File: config.mk
export PLATFORM = sky130hd
export DESIGN_NAME = avalon_aon_timer
export DESIGN_NICKNAME = d
export VERILOG_FILES = /design/src/rtl/veriRISCV_aon_pkg.sv /design/src/rtl/aon_prescaler.sv /design/src/rtl/avalon_aon_timer.sv
export SDC_FILE = /design/constraint.sdc
export NUM_CORES = 1
export LEC_CHECK = 0
export BUFFER_PORTS_ARGS = -buffer_cell sky130_fd_sc_hd__buf_2
export CAP_MARGIN = 20
export CORE_MARGIN = 5
export CORE_UTILIZATION = 50
export CTS_BUF_LIST = sky130_fd_sc_hd__clkbuf_16
export DETAILED_ROUTE_END_ITERATION = 8
export PLACE_DENSITY = 0.75
export SLEW_MARGIN = 20
export SYNTH_ARGS = -nofsm -noshare
export SYNTH_HDL_FRONTEND = slang
export SYNTH_SLANG_ARGS = --single-unit
File: constraint.sdc
create_clock -name clk -period 6.95 [get_ports clk]
set_input_delay 1.0425 -clock clk [delete_from_list [all_inputs] [get_ports clk]]
set_output_delay 1.0425 -clock clk [all_outputs]
set_load 0.05 [all_outputs]
File: src/rtl/veriRISCV_aon_pkg.sv
// Shared definitions for the always-on machine timer:
// register offsets, CTRL layout and a byte-lane merge helper.
package veriRISCV_aon_pkg;

    localparam logic [7:0] AON_MTIME_LO      = 8'h00;
    localparam logic [7:0] AON_MTIME_HI      = 8'h04;
    localparam logic [7:0] AON_MTIMECMP_LO   = 8'h08;
    localparam logic [7:0] AON_MTIMECMP_HI   = 8'h0C;
    localparam logic [7:0] AON_CTRL          = 8'h10;
    localparam logic [7:0] AON_MTIME_HI_SNAP = 8'h14;

    localparam int CTRL_EN_BIT = 0;
    localparam int CTRL_PS_LSB = 16;

    typedef struct packed {
        logic [15:0] prescale;
        logic [14:0] rsvd;
        logic        enable;
    } aon_ctrl_t;

    function automatic logic [31:0] be_merge(
        input logic [31:0] old_v,
        input logic [31:0] new_v,
        input logic [3:0]  be
    );
        logic [31:0] r;
        r = old_v;
        for (int i = 0; i < 4; i++) begin
            if (be[i]) r[8*i +: 8] = new_v[8*i +: 8];
        end
        return r;
    endfunction

endpackage

File: src/rtl/aon_prescaler.sv
// Programmable divider producing a one-cycle tick every
// prescale+1 enabled cycles.
module aon_prescaler #(
    parameter int W = 16
) (
    input  logic         clk,
    input  logic         rst,
    input  logic         enable_i,
    input  logic [W-1:0] prescale_i,
    input  logic         clear_i,
    output logic         tick_o
);

    logic [W-1:0] cnt_q;
    logic [W-1:0] cnt_d;

    assign tick_o = enable_i && (cnt_q == prescale_i);

    always_comb begin
        cnt_d = cnt_q + 1'b1;
        if (clear_i || !enable_i || tick_o) cnt_d = '0;
    end

    always_ff @(posedge clk or posedge rst) begin
        if (rst) cnt_q <= '0;
        else     cnt_q <= cnt_d;
    end

endmodule

File: src/rtl/avalon_aon_timer.sv
// RISC-V mtime/mtimecmp machine timer on an Avalon-MM slave port:
// zero-wait writes, one-wait reads, registered mtip.
module avalon_aon_timer
    import veriRISCV_aon_pkg::*;
#(
    parameter int          PRESCALE_W = 16,
    parameter logic [63:0] MTIME_RST  = 64'h0
) (
    input  logic        clk,
    input  logic        rst,
    input  logic        aon_avn_read,
    input  logic        aon_avn_write,
    input  logic [31:0] aon_avn_address,
    input  logic [3:0]  aon_avn_byte_enable,
    input  logic [31:0] aon_avn_writedata,
    output logic [31:0] aon_avn_readdata,
    output logic        aon_avn_waitrequest,
    output logic        mtip,
    output logic [63:0] mtime_o
);

    localparam logic [15:0] PS_MASK =
        16'((32'd1 << PRESCALE_W) - 32'd1);
    localparam logic [31:0] CTRL_MASK =
        {PS_MASK, 15'b0, 1'b1};

    logic [63:0] mtime_q, mtime_d;
    logic [63:0] cmp_q, cmp_d;
    aon_ctrl_t   ctrl_q, ctrl_d;
    logic [31:0] snap_q;
    logic [31:0] rdata_q, rdata_d;
    logic        rd_pending_q;
    logic        mtip_q;

    logic [7:0]  addr;
    logic        rd_en;
    logic        hit_lo, hit_hi, hit_clo, hit_chi, hit_ctrl;
    logic        tick;
    logic [63:0] inc;
    logic [31:0] wd;
    logic [3:0]  be;
    logic        unused_addr;

    assign addr = {aon_avn_address[7:2], 2'b00};
    assign unused_addr = ^{aon_avn_address[31:8], aon_avn_address[1:0]};
    assign wd = aon_avn_writedata;
    assign be = aon_avn_byte_enable;

    // A write always wins; a read costs one stall cycle.
    assign rd_en = aon_avn_read && !aon_avn_write && !rd_pending_q;

    assign hit_lo   = aon_avn_write && (addr == AON_MTIME_LO);
    assign hit_hi   = aon_avn_write && (addr == AON_MTIME_HI);
    assign hit_clo  = aon_avn_write && (addr == AON_MTIMECMP_LO);
    assign hit_chi  = aon_avn_write && (addr == AON_MTIMECMP_HI);
    assign hit_ctrl = aon_avn_write && (addr == AON_CTRL);

    aon_prescaler #(.W(PRESCALE_W)) u_prescaler (
        .clk        (clk),
        .rst        (rst),
        .enable_i   (ctrl_q.enable),
        .prescale_i (ctrl_q.prescale[PRESCALE_W-1:0]),
        .clear_i    (hit_ctrl),
        .tick_o     (tick)
    );

    assign inc = mtime_q + 64'(tick);

    always_comb begin
        mtime_d = inc;
        cmp_d   = cmp_q;
        ctrl_d  = ctrl_q;
        if (hit_lo)  mtime_d[31:0]  = be_merge(inc[31:0], wd, be);
        if (hit_hi)  mtime_d[63:32] = be_merge(inc[63:32], wd, be);
        if (hit_clo) cmp_d[31:0]    = be_merge(cmp_q[31:0], wd, be);
        if (hit_chi) cmp_d[63:32]   = be_merge(cmp_q[63:32], wd, be);
        if (hit_ctrl)
            ctrl_d = aon_ctrl_t'(be_merge(ctrl_q, wd, be) & CTRL_MASK);
    end

    always_comb begin
        rdata_d = '0;
        case (addr)
            AON_MTIME_LO:      rdata_d = mtime_q[31:0];
            AON_MTIME_HI:      rdata_d = mtime_q[63:32];
            AON_MTIMECMP_LO:   rdata_d = cmp_q[31:0];
            AON_MTIMECMP_HI:   rdata_d = cmp_q[63:32];
            AON_CTRL:          rdata_d = ctrl_q;
            AON_MTIME_HI_SNAP: rdata_d = snap_q;
            default:           rdata_d = '0;
        endcase
    end

    always_ff @(posedge clk or posedge rst) begin
        if (rst) begin
            mtime_q      <= MTIME_RST;
            cmp_q        <= '1;
            ctrl_q       <= '0;
            snap_q       <= '0;
            rdata_q      <= '0;
            rd_pending_q <= 1'b0;
            mtip_q       <= 1'b0;
        end else begin
            mtime_q      <= mtime_d;
            cmp_q        <= cmp_d;
            ctrl_q       <= ctrl_d;
            rd_pending_q <= rd_en;
            mtip_q       <= (mtime_q >= cmp_q);
            if (rd_en) rdata_q <= rdata_d;
            if (rd_en && addr == AON_MTIME_LO) snap_q <= mtime_q[63:32];
        end
    end

    assign aon_avn_readdata    = rdata_q;
    assign aon_avn_waitrequest = rd_en;
    assign mtip                = mtip_q;
    assign mtime_o             = mtime_q;

    a_no_rd_wr: assert property (
        @(posedge clk) disable iff (rst)
        !(aon_avn_read && aon_avn_write)
    );

endmodule

==> flow_metrics.env <==
export IMPL_port_buffers=143
export IMPL_synth_top_cell_by_area="dfrtp_1"
export IMPL_worst_pin_slew_ps=1020
export IMPL_power_density_nw_per_um2=268
export IMPL_initialDrtViolationCount=732
export IMPL_synth_edff_count=0
export IMPL_slew_viol_final=0
export IMPL_core_region_area_um2=25300
export IMPL_power_frac_clock_pct=34.7
export IMPL_cts_sinks=227
export IMPL_fmax_mhz=242
export IMPL_power_total_mw=3.93
export IMPL_die_x_um=170
export IMPL_comb_power_share_pct=23.3
export IMPL_async_reset_ff_share_pct=100
export IMPL_cp_data_required_time_ps=7330
export IMPL_layout_min_cycle_time_ps=4130
export IMPL_ant_nets=0
export IMPL_rows=58
export IMPL_cts_buffers=26
export IMPL_final_area_um2=14700
export IMPL_drive_gt1_share_pct=27.7
export IMPL_grt_pass1_vias=10306
export IMPL_gr_total_overflow=0
export IMPL_hold_buffers=0
export IMPL_yosysMostFrequentCell="dfrtp_1"
export IMPL_highest_layer="met5"
export IMPL_p_leak_nw=6.39
export IMPL_mappedNetlistArea_um2=12900
export IMPL_fp_dieH_um=170
export IMPL_htreeDepth=1
export IMPL_syn_area_per_cell_um2=10.3
export IMPL_ys_warn_count=0
export IMPL_wire_per_inst_um=20.8
export IMPL_switchingPower_mw=1.33
export IMPL_hold_class="in -> async"
export IMPL_maxCapViolCount=0
export IMPL_fin_crit_sh_pct=59.4
export IMPL_relSlewSlack_pct=31.9
export IMPL_path_clk_slew_ps=60
export IMPL_instances_no_fill=1719
export IMPL_pwr_share_seq_pct=42.0
export IMPL_cts_resized=0
export IMPL_met1Wirelength_um=15300
export IMPL_tritoncts="built"
export IMPL_vias=10160
export IMPL_vias_per_cell=5.91
export IMPL_yosys_area_top_type_share_pct=31.7
export IMPL_areaGrowthSynthToFinish_pct=13.9
export IMPL_grt_antenna_before_repair=3
export IMPL_swShare_pct=33.9
export IMPL_syn_num_nets=1387
export IMPL_cts_setup_buffers=0
export IMPL_worstSetupPathType="reg -> reg"
export IMPL_met3_length_um=2450
export IMPL_p_int_mw=2.59
export IMPL_critical_path_endpoint_type="flip-flop"
export IMPL_clk_path_buf_depth=3
export IMPL_peakVddDrop_uv=168
export IMPL_final_util_pct=58.0
export IMPL_routed_wl_um=35700
export IMPL_cp_max_fo=19
export IMPL_grt_max_degree=146
export IMPL_grt_util_all_layers_pct=24.4
export IMPL_netlist_top_cells_count="dfrtp_1 (163), nand2_1 (114), mux2_2 (112)"
export IMPL_setup_viol=0
export IMPL_start_util_pct=51.0
export IMPL_synth_cell_types=53
export IMPL_seq_area_frac_synth_pct=44.8
export IMPL_syn_inst=1248
export IMPL_dp_hpwl_um=25500
export IMPL_ys_seq_elements=227
export IMPL_io_pins=170
export IMPL_hold_viol_final=0
export IMPL_setup_tns_ps=0
export IMPL_drtPass1Iterations=5
export IMPL_finalWeightedCongestion=0.888
export IMPL_wl_met2_um=16800
export IMPL_clk_latency_ps=530
export IMPL_antenna_cells=0
export IMPL_cp_arrival_ps=4510
export IMPL_synth_flop_cell="dfrtp_1"
export IMPL_dpl_cell_area_um2=13800
export IMPL_clockRootBuffer="clkbuf_16"
export IMPL_die_area_um2=29000
export IMPL_drc=0
export IMPL_setup_worst_path_start_class="flip-flop"
export IMPL_yosys_top_cells_area="dfrtp_1 (32%), dfstp_2 (13%), mux2_2 (9.8%)"
export IMPL_finalClockSkew_ps=13.6
export IMPL_grt_pass1_wl_um=56700
export IMPL_rsz0062_at_grt="no"
export IMPL_place_inst=1671
export IMPL_status="finished clean"
export IMPL_nNetsFinal=1508
## final timing paths
kind / startpoint / endpoint / slack (ps) / depth (start not counted)
max: ctrl_q[28] / mtime_o[62] / 2820 / 13
min: rst / aon_avn_readdata[1] / 480 / 2
max reg2reg: ctrl_q[28] / mtime_o[62] / 2820 / 13
min reg2reg: aon_avn_readdata[11] / aon_avn_readdata[11] / 480 / 2
max in group asynchronous: rst / mtime_o[20] / 5300 / 3
min in group clk: aon_avn_readdata[11] / aon_avn_readdata[11] / 480 / 2
## cell families (layout without fill, tap and decap cells)
family | after synthesis | count (layout) | share of synthesized area (%)
DFF | 227 | 227 | 44.8
AOI/OAI and AO/OA | 213 | 213 | 9.57
muxes | 178 | 178 | 15.0
adders and majority gates | 67 | 67 | 6.51
xor gates and xnor gates | 92 | 92 | 6.26
buffers and inverters | 142 | 283 | 4.57
and+or+nand+nor | 329 | 329 | 13.3
## layout make-up
type	instances	area, um2
tap	330	413
inverter	83	315
sequential	227	5760
timing repair buffer	152	798
clock inverter	21	175
clock buffer	27	676
fill	2182	10600
multi-input combinational	879	6520
## sequential cells by signal, indices dropped and copies added (netlist names)
signal	count
aon_avn_readdata	32
cmp_q	64
ctrl_q	17
mtime_o	64
mtip	1
rd_pending_q	1
snap_q	32
u_prescaler.cnt_q	16
## critical path: stages, from the launching register on
cell and delay, ps:
dfrtp_1 430, xnor2_1 230, nand4_1 120, nor4_1 430, nand3_1 170, inv_1 90, ha_1 210, ha_1 200
and3_1 300, and4_1 620, nand3_4 470, nor4_1 460, xnor2_1 170, o21ai_1 70
## metal layers
layer / up-vias / GRT usage [%]
li1: 4684 / -
met1: 5044 / 32.9
met2: 342 / 40.1
met3: 84 / 4.34
met4: 6 / 7.99
met5: - / 0
## power groups by stage
stage / combinational (mW) / sequential (mW) / clock, mW
CTS: 0.916 / 1.64 / 1.38
floorplan: 0.466 / 1.83 / 0
global route: 0.998 / 1.67 / 1.44
finish: 0.915 / 1.65 / 1.36
global placement: 0.884 / 1.66 / 0
detailed placement: 0.911 / 1.67 / 0
## stage by stage
stage,hold slack (ps),setup slack (ps)
detailed placement,466,2560
floorplan,458,2990
finish,477,2820
global placement,459,2670
global route,504,2540
CTS,478,2840
## layout by cell type (no fill, tap or decap), types with 12 or more instances in the layout
| master | count |
|---|---|
| dfrtp_1 | 163 |
| inv_1 | 92 |
| nand3_1 | 33 |
| dfstp_2 | 64 |
| ha_1 | 67 |
| and3_1 | 17 |
| a21oi_1 | 71 |
| a221oi_1 | 19 |
| nor2_1 | 58 |
| o22ai_1 | 32 |
| buf_2 | 142 |
| nor4_1 | 18 |
| xnor2_1 | 68 |
| nand2_1 | 114 |
| a21o_1 | 12 |
| nor3_1 | 20 |
| clkbuf_16 | 27 |
| xor2_1 | 24 |
| o21ai_1 | 18 |
| nand4_1 | 31 |
| mux2i_1 | 62 |
| o21ai_0 | 53 |
| mux2_2 | 112 |
Note: power is estimated with default switching activity, not from simulation.
